$ cat src/rtl/cc_pkg.sv
// Shared definitions for the cache-controller slice.
//   BURST_*        : AXI AxBURST encodings
//   LINE_BEATS     : data beats per cache-line refill
//   BEAT_SIZE      : AxSIZE for one 8-byte beat
//   LINE_OFFSET_W  : byte-offset width of a 64-byte line
//   state_e        : miss-issue FSM states
package cc_pkg;

  localparam logic [1:0]  BURST_FIXED   = 2'b00;
  localparam logic [1:0]  BURST_INCR    = 2'b01;
  localparam logic [1:0]  BURST_WRAP    = 2'b10;

  localparam int unsigned LINE_BEATS    = 8;
  localparam logic [2:0]  BEAT_SIZE     = 3'd3;
  localparam int unsigned LINE_OFFSET_W = 6;

  // AxLEN is beats minus one.
  localparam logic [3:0]  LINE_ARLEN    = 4'(LINE_BEATS - 1);
  localparam logic [2:0]  LAST_BEAT     = 3'(LINE_BEATS - 1);

  typedef enum logic {
    IDLE = 1'b0,
    ADDR = 1'b1
  } state_e;

endpackage

$ cat src/rtl/cc_miss_issue_ctrl_if.sv
// Miss-issue bus bundle: miss-request FIFO read side, memory AR channel
// and the observed memory R handshake.
//   master : the miss-issue controller (pops the FIFO, drives AR)
//   slave  : the environment (FIFO, memory AR port, R-path observer)
interface cc_miss_issue_ctrl_if;
  // miss-request FIFO (show-ahead)
  logic        req_empty_i;
  logic [31:0] req_rdata_i;
  logic        req_rden_o;
  // memory AR channel
  logic [3:0]  mem_arid_o;
  logic [31:0] mem_araddr_o;
  logic [3:0]  mem_arlen_o;
  logic [2:0]  mem_arsize_o;
  logic [1:0]  mem_arburst_o;
  logic        mem_arvalid_o;
  logic        mem_arready_i;
  // memory R handshake, observed only
  logic        mem_rvalid_i;
  logic        mem_rready_i;
  logic        mem_rlast_i;

  modport master (
    input  req_empty_i, req_rdata_i,
    output req_rden_o,
    output mem_arid_o, mem_araddr_o, mem_arlen_o, mem_arsize_o,
           mem_arburst_o, mem_arvalid_o,
    input  mem_arready_i,
    input  mem_rvalid_i, mem_rready_i, mem_rlast_i
  );

  modport slave (
    output req_empty_i, req_rdata_i,
    input  req_rden_o,
    input  mem_arid_o, mem_araddr_o, mem_arlen_o, mem_arsize_o,
           mem_arburst_o, mem_arvalid_o,
    output mem_arready_i,
    output mem_rvalid_i, mem_rready_i, mem_rlast_i
  );
endinterface

$ cat src/rtl/cc_miss_issue_ctrl.sv
// Miss-issue controller: pops miss requests from the show-ahead FIFO and
// issues one 8-beat WRAP read burst per miss on the memory AR channel,
// caps in-flight bursts, retires bursts on observed rlast and flags R-side
// protocol violations.
// Ports:
//   clk, rst       : clock, asynchronous active-high reset
//   enable_i       : low blocks new pops; in-flight work completes
//   bus (master)   : FIFO pop, AR channel, observed R handshake
//   outstanding_o  : bursts accepted on AR and not yet retired
//   line_done_o    : one-cycle pulse per retired burst
//   proto_err_o    : sticky R-side protocol error
module cc_miss_issue_ctrl
  import cc_pkg::*;
#(
  parameter int unsigned MAX_OUTSTANDING = 4,
  parameter logic [3:0]  ARID            = 4'd0
) (
  input  logic                 clk,
  input  logic                 rst,
  input  logic                 enable_i,
  cc_miss_issue_ctrl_if.master bus,
  output logic [2:0]           outstanding_o,
  output logic                 line_done_o,
  output logic                 proto_err_o
);

  localparam logic [2:0] MAX_OUT = 3'(MAX_OUTSTANDING);

  state_e      state_q, state_d;
  logic        arvalid_q, arvalid_d;
  logic [31:0] addr_q, addr_d;
  logic [2:0]  out_q, out_d;
  logic [2:0]  beat_q, beat_d;
  logic        line_done_q, line_done_d;
  logic        err_q, err_d;

  logic pop;
  logic ar_hs;
  logic r_hs;
  logic retire;

  always_comb begin
    // Gate uses the pre-update count, so a same-cycle retire at the cap
    // does not open a pop slot until the following cycle.
    pop    = (state_q == IDLE) && enable_i && !bus.req_empty_i
             && (out_q < MAX_OUT);
    ar_hs  = arvalid_q && bus.mem_arready_i;
    r_hs   = bus.mem_rvalid_i && bus.mem_rready_i;
    // An rlast with nothing in flight is an error, never a retire.
    retire = r_hs && bus.mem_rlast_i && (out_q != '0);

    state_d     = state_q;
    arvalid_d   = arvalid_q;
    addr_d      = addr_q;
    out_d       = out_q;
    beat_d      = beat_q;
    line_done_d = retire;
    err_d       = err_q;

    unique case (state_q)
      IDLE: begin
        if (pop) begin
          addr_d    = {bus.req_rdata_i[31:3], 3'b000};
          arvalid_d = 1'b1;
          state_d   = ADDR;
        end
      end
      ADDR: begin
        if (ar_hs) begin
          arvalid_d = 1'b0;
          state_d   = IDLE;
        end
      end
      default: begin
        arvalid_d = 1'b0;
        state_d   = IDLE;
      end
    endcase

    unique case ({ar_hs, retire})
      2'b10:   out_d = out_q + 3'd1;
      2'b01:   out_d = out_q - 3'd1;
      default: out_d = out_q;
    endcase

    if (r_hs) begin
      beat_d = beat_q + 3'd1;
      if ((bus.mem_rlast_i && (beat_q != LAST_BEAT)) ||
          (!bus.mem_rlast_i && (beat_q == LAST_BEAT)) ||
          (bus.mem_rlast_i && (out_q == '0))) begin
        err_d = 1'b1;
      end
    end
  end

  always_ff @(posedge clk or posedge rst) begin
    if (rst) begin
      state_q     <= IDLE;
      arvalid_q   <= 1'b0;
      addr_q      <= '0;
      out_q       <= '0;
      beat_q      <= '0;
      line_done_q <= 1'b0;
      err_q       <= 1'b0;
    end else begin
      state_q     <= state_d;
      arvalid_q   <= arvalid_d;
      addr_q      <= addr_d;
      out_q       <= out_d;
      beat_q      <= beat_d;
      line_done_q <= line_done_d;
      err_q       <= err_d;
    end
  end

  assign bus.req_rden_o    = pop;
  assign bus.mem_arid_o    = ARID;
  assign bus.mem_araddr_o  = addr_q;
  assign bus.mem_arlen_o   = LINE_ARLEN;
  assign bus.mem_arsize_o  = BEAT_SIZE;
  assign bus.mem_arburst_o = BURST_WRAP;
  assign bus.mem_arvalid_o = arvalid_q;

  assign outstanding_o = out_q;
  assign line_done_o   = line_done_q;
  assign proto_err_o   = err_q;

endmodule
$ cat src/flat_wrapper.sv
// flat-port wrapper written by rule: the top's interface ports become plain ports
module cc_miss_issue_ctrl_flat import cc_pkg::*;
#(
  parameter int unsigned MAX_OUTSTANDING = 4,
  parameter logic [3:0]  ARID            = 4'd0
)
  (clk, rst, enable_i, outstanding_o, line_done_o, proto_err_o, bus_req_empty_i, bus_req_rdata_i, bus_req_rden_o, bus_mem_arid_o, bus_mem_araddr_o, bus_mem_arlen_o, bus_mem_arsize_o, bus_mem_arburst_o, bus_mem_arvalid_o, bus_mem_arready_i, bus_mem_rvalid_i, bus_mem_rready_i, bus_mem_rlast_i);
  cc_miss_issue_ctrl_if bus_i ();
  input  logic clk;
  input  logic rst;
  input  logic enable_i;
  output logic [2:0] outstanding_o;
  output logic line_done_o;
  output logic proto_err_o;
  input wire logic [$bits(bus_i.req_empty_i)-1:0] bus_req_empty_i;
  input wire logic [$bits(bus_i.req_rdata_i)-1:0] bus_req_rdata_i;
  output wire logic [$bits(bus_i.req_rden_o)-1:0] bus_req_rden_o;
  output wire logic [$bits(bus_i.mem_arid_o)-1:0] bus_mem_arid_o;
  output wire logic [$bits(bus_i.mem_araddr_o)-1:0] bus_mem_araddr_o;
  output wire logic [$bits(bus_i.mem_arlen_o)-1:0] bus_mem_arlen_o;
  output wire logic [$bits(bus_i.mem_arsize_o)-1:0] bus_mem_arsize_o;
  output wire logic [$bits(bus_i.mem_arburst_o)-1:0] bus_mem_arburst_o;
  output wire logic [$bits(bus_i.mem_arvalid_o)-1:0] bus_mem_arvalid_o;
  input wire logic [$bits(bus_i.mem_arready_i)-1:0] bus_mem_arready_i;
  input wire logic [$bits(bus_i.mem_rvalid_i)-1:0] bus_mem_rvalid_i;
  input wire logic [$bits(bus_i.mem_rready_i)-1:0] bus_mem_rready_i;
  input wire logic [$bits(bus_i.mem_rlast_i)-1:0] bus_mem_rlast_i;
  assign bus_i.req_empty_i = bus_req_empty_i;
  assign bus_i.req_rdata_i = bus_req_rdata_i;
  assign bus_req_rden_o = bus_i.req_rden_o;
  assign bus_mem_arid_o = bus_i.mem_arid_o;
  assign bus_mem_araddr_o = bus_i.mem_araddr_o;
  assign bus_mem_arlen_o = bus_i.mem_arlen_o;
  assign bus_mem_arsize_o = bus_i.mem_arsize_o;
  assign bus_mem_arburst_o = bus_i.mem_arburst_o;
  assign bus_mem_arvalid_o = bus_i.mem_arvalid_o;
  assign bus_i.mem_arready_i = bus_mem_arready_i;
  assign bus_i.mem_rvalid_i = bus_mem_rvalid_i;
  assign bus_i.mem_rready_i = bus_mem_rready_i;
  assign bus_i.mem_rlast_i = bus_mem_rlast_i;
  cc_miss_issue_ctrl #(.MAX_OUTSTANDING(MAX_OUTSTANDING), .ARID(ARID)) u_core (.clk(clk), .rst(rst), .enable_i(enable_i), .bus(bus_i), .outstanding_o(outstanding_o), .line_done_o(line_done_o), .proto_err_o(proto_err_o));
endmodule
$ cat config.mk
export PLATFORM = sky130hd
export DESIGN_NAME = cc_miss_issue_ctrl_flat
export DESIGN_NICKNAME = d
export VERILOG_FILES = /design/src/rtl/cc_pkg.sv /design/src/rtl/cc_miss_issue_ctrl_if.sv /design/src/rtl/cc_miss_issue_ctrl.sv /design/src/flat_wrapper.sv
export SDC_FILE = /design/constraint.sdc
export NUM_CORES = 1
export LEC_CHECK = 0
export ABC_AREA = 1
export ABC_CLOCK_PERIOD_IN_PS = 1800
export BUFFER_PORTS_ARGS = -buffer_cell sky130_fd_sc_hd__clkbuf_2
export CAP_MARGIN = 10
export CELL_PAD_IN_SITES_DETAIL_PLACEMENT = 1
export CELL_PAD_IN_SITES_GLOBAL_PLACEMENT = 2
export CORE_UTILIZATION = 25
export CTS_BUF_LIST = sky130_fd_sc_hd__clkbuf_2
export DETAILED_ROUTE_END_ITERATION = 7
export PLACE_DENSITY = 0.92
export SETUP_SLACK_MARGIN = 0.5
export SLEW_MARGIN = 20
export SYNTH_ARGS = -nofsm -noshare
export SYNTH_HDL_FRONTEND = slang
export SYNTH_SLANG_ARGS = --single-unit
export TNS_END_PERCENT = 5
$ cat constraint.sdc
create_clock -name clk -period 1.8 [get_ports clk]
set_input_delay 0.18 -clock clk [delete_from_list [all_inputs] [get_ports clk]]
set_output_delay 0.18 -clock clk [all_outputs]
set_load 0.03 [all_outputs]
======== Yosys cells after proc, flatten, opt, wreduce, memory -nomap -nowiden ========
Index checks and enable logic that the tools add are counted.
word-level totals
  register bits after elaboration ......... 39
  input bits .............................. 40
  output and inout bits ................... 52
  word-level logic and storage cells ...... 45
cells by class
  add/sub/neg operators ................... 3
  order comparisons ....................... 1
  equality and inequality tests ........... 6
  mux-type cells .......................... 7
  bitwise gates (word level) .............. 1
  reductions and logical operators ........ 20
operators by type and width
  kind                   count
  $logic_and A1 B1 Y1    10
  $add A3 B1 Y3 const B  2
  $pmux W3 S2            1
  $reduce_and A2 Y1      3
  $mux W1                4
  $ne A2 B2 Y1 const B   2
  $pmux W1 S2            2
  $eq A3 B3 Y1 const B   1
  $logic_not A3 Y1       1
  $lt A3 B3 Y1 const B   1
  $ne A3 B3 Y1 const B   1
  $reduce_bool A3 Y1     1
  $sub A3 B1 Y3 const B  1
  $eq A2 B1 Y1 const B   1
  $eq A2 B2 Y1 const B   1
  $logic_not A1 Y1       2
  $logic_or A1 B1 Y1     2
  $reduce_bool A2 Y1     1
  $not A1 Y1             1

======== Logic depth before layout (Yosys ltp) ========
  depth in word-level cells ............... 6
  depth in mapped cells ................... 12
  mapped depth without buffers ............ 12

======== Worst setup path after synthesis ========
Ideal clock, no wire load.
  kind .................................... register -> register
  from .................................... reg u_core.out_q[0] (netlist: u_core.outstanding_o[0])
  to ...................................... reg u_core.out_q[2] (netlist: u_core.outstanding_o[2])
  library setup time ...................... 0.118 ns
  arrival ................................. 1.752 ns
  data required time ...................... 1.682 ns
  slack ................................... -0.070 ns
  stages on the path, launching flop included .. 12
  path buffers ............................ 0
  clock period less this slack ............ 1.870 ns
  cell sequence ........................... dfrtp_1 inv_1 nand3_1 nand2_1 nor2_1 ha_1 inv_1 fa_1 nand2_1 nand3_1 nand2_1 nand2_1
between the ends
  cells in the longest elaborated chain, start to end .. 4
  elaborated cells on any way between the ends .. 8
  those cells by class .................... add/sub (2); eq/ne (2); mux (1); reduce/logical (3)
RTL lines
  what                                                      line                       source
  start: declaration                                        cc_miss_issue_ctrl.sv:32   logic [2:0] out_q, out_d;
  start signal: assignment                                  cc_miss_issue_ctrl.sv:109  out_q <= out_d;
  $reduce_bool A3 Y1 *                                      cc_miss_issue_ctrl.sv:50   retire = r_hs && bus.mem_rlast_i && (out_q != '0);
  $logic_and A1 B1 Y1 *                                     cc_miss_issue_ctrl.sv:50
  net u_core.line_done_d                                    cc_miss_issue_ctrl.sv:34   logic line_done_q, line_done_d;
  $eq A2 B1 Y1 / $eq A2 B2 Y1 (equally long branches)       cc_miss_issue_ctrl.sv:80   unique case ({ar_hs, retire})
  $pmux W3 S2 / $reduce_bool A2 Y1 (equally long branches)  --
The timed path passes the listed nets; every way through them passes the cells marked *.
A chain may end at the register's enable or synchronous reset.

======== Final worst setup path ========
Ends and elaborated chain as after synthesis.

==> key figures <==
Run status
  – Status: finished, final reports clean

Global route
  – Largest net degree at the start of global routing: 32
  – Global-route wire length before repair: 7.093 mm
  – GRT overflow: 0
  – Vias in the first global route: 1548
  – Total track usage: 0.1251
  – Initial antenna violation count: 0

Place
  – Pre-CTS WS: 0.1234 ns
  – Detail Placement HPWL: 2.882 mm
  – Gpl congestion: 0.7415
  – # port buffers: 72

STA
  – Min Hold Slack: 0.01811 ns
  – Slew Limit Fails: 0
  – Worst Max-Slew Pin Slew: 0.7152 ns
  – Final hold violation count: 0
  – Fin Clk Skew: 0.01636 ns
  – Unrepaired setup endpoints after global routing: true
  – Fin crit period: 1.628 ns
  – Setup TNS: 0 ns
  – Final setup violation count: 0
  – Worst slew margin: 0.5202
  – Final Worst Setup Slack: 0.1721 ns
  – Maximum clock rate: 0.6143 GHz
  – Final period util: 0.9044

Pwr
  – Total power: 3860 uW
  – Leakage: 0.001451 uW
  – Worst VDD drop: 0.0005022 V
  – Pwr Density: 1515 nW/um2

Layout
  – ANT cells: 0
  – Fill count: 843
  – Layout cells sized above 1: 0.3204
  – Most frequent cells in the layout: nand2_1 (104), clkbuf_2 (76), dfrtp_1 (36), dlygate4sd3_1 (32), conb_1 (16)
  – Commonest non-fill, non-tap cell in the layout: nand2_1
  – Area of the multi-input gates: 619.3 um2
  – Layout area overhead: 45.32%
  – Core occupancy in the finished layout: 0.3750
  – Register area: 979.7 um2
  – Nets@finish: 353

Synth
  – Yosys reg bits: 39
  – Cells after synthesis: 201
  – Post-synth cell types: 18
  – Syn_area_per_cell: 8.721 um2
  – Mapped Area: 1753 um2
  – Warnings from Yosys: 0
  – Register area share after synthesis: 0.5567

Die
  – FP Rows: 30
  – Die height: 85.74 um
  – Core Region: 6794 um2
  – Total I/O pin count: 92
  – Initial Util: 0.2580
  – Overall die area: 7350 um2
  – Die width: 85.74 um

Critical path
  – WP buf/inv: 3
  – Crit path largest cell delay: 0.43 ns
  – WP data arrival: 1.96 ns
  – Crit Path Category: flop to flop
  – CP Max Fanout: 3
  – Most common cell on crit path: nand2_1
  – Worst setup EP type: flop
  – Slowest CP cell: dfrtp_2
  – CP required: 2.14 ns
  – CP delay by family, top: adder cells
  – Cell Chain, Critical Path: inv_2 -> nand3_2 -> nand2_1 -> nor2_2 -> ha_2 -> inv_2 -> fa_2 -> inv_1 -> nand2_1 -> nand3_1 -> nand2_1 -> nand2_1
  – Crit path launch type: flop

Clocking
  – Hold_buf cts: 32
  – Clk sinks: 39
  – H-tree level count: 2
  – Clk pin slew, worst setup/hold paths: 0.20 ns
  – Clock latency on the worst-skew pair: 0.38 ns
  – Clock Path Buffers: 2
  – Num CTS Buffers: 5
  – CTS root buf: clkbuf_2
  – CTS tree: done

Flow run
  – Max Cap Violations: 0

Routing
  – Routed via count: 1576
  – Final wirelength: 4.405 mm
  – Vias per inst: 3.891
  – Remaining DRCs: 0
  – Wire length per cell: 10.88 um
  – Remaining antenna violation count after routing: 0
  – Starting DRC count in detailed routing: 10
  – Pre-antenna DRT Iters: 5

Min path
  – Worst hold path type: primary input to flop
[logic make-up after synthesis]
group / synth area share
flip-flops: 0.5567
AND/OR/NAND/NOR: 0.2620
AO/OA/AOI/OAI: 0.005705
adder cells (fa/ha/maj): 0.03284
other: 0.004284
XOR/XNOR: 0.009995
buffers and inverters: 0.1285
[per-layer routing]
metal / track usage / wire length [um] / vias to the layer above
met5: 0 / 0 / -
met4: 0.04545 / 42 / 0
met3: 0.02406 / 169 / 5
met2: 0.2320 / 2412 / 49
met1: 0.1424 / 1780 / 743
li1: - / - / 779
[cells in the mapped netlist (all sizes together)]
cell type	n	area [um2]
fa	1	20.02
nand2	106	405.4
a21oi	1	5.000
dfrtp	39	975.9
nand4	1	6.260
ha	3	37.54
conb	2	7.510
xnor2	2	17.52
buf	22	175.2
nand3	4	20.02
clkinv	1	5.000
nor2	6	27.52
o21ai	1	5.000
inv	12	45.04
[repair_timing]
item / in CTS / in global routing
gates cloned: 0 / 0
pin swaps: 2 / 0
setup endpoints to repair: 15 / 31
setup buffers: 2 / 0
endpoints found under the hold margin: 50 / 1
gates resized for setup: 4 / 1
[worst reg2reg max path, delay by kind of cell, from the launching register on]
family	cells	cell delay, ns
flops	1	0.43
buf+inv	3	0.17
simple gates	7	0.45
fa+ha+maj	2	0.54
[where the power goes]
group / switching, uW / internal, uW / leakage (uW)
registers: 236 / 1270 / 0.000477
logic: 1370 / 623 / 0.000948
clock network: 278 / 82.5 / 0.0000262
total: 1880 / 1980 / 0.00145
[metrics by stage]
step | instances | cell area, um2
6_report | 405 | 2547
4_1_cts | 405 | 2545
5_1_grt | 405 | 2547
2_1_floorplan | 215 | 1819
3_5_place_dp | 364 | 2160
3_3_place_gp | 364 | 2160
[layout make-up]
type	count	area share
Clock buffer	5	0.009823
Clock inverter	2	0.003438
Inverter	13	0.02407
Multi-Input combinational cell	141	0.2431
Sequential cell	39	0.3846
Tap cell	96	0.04715
Timing Repair Buffer	109	0.2878
[path summary, 6_finish.rpt]
check	from	to	slack, ns	depth (start not counted)
worst max-delay path	u_core.outstanding_o[0]	u_core.outstanding_o[2]	0.17	12
worst min register to register	u_core.proto_err_o	u_core.proto_err_o	0.49	2
max in group asynchronous	rst	u_core.bus.mem_araddr_o[29]	0.96	4
min in group asynchronous	rst	u_core.bus.mem_araddr_o[15]	0.35	3
worst min-delay path	bus_mem_rlast_i	u_core.line_done_o	0.02	3
worst max register to register	u_core.outstanding_o[0]	u_core.outstanding_o[2]	0.17	12
[state kept, by name (all words and copies together), names as in the netlist]
name	cells
u_core.bus.mem_araddr_o	29
u_core.beat_q	3
u_core.outstanding_o	3
u_core.bus.mem_arvalid_o	1
u_core.line_done_o	1
u_core.proto_err_o	1
u_core.state_q	1
Note: power is estimated with default switching activity, not from simulation.
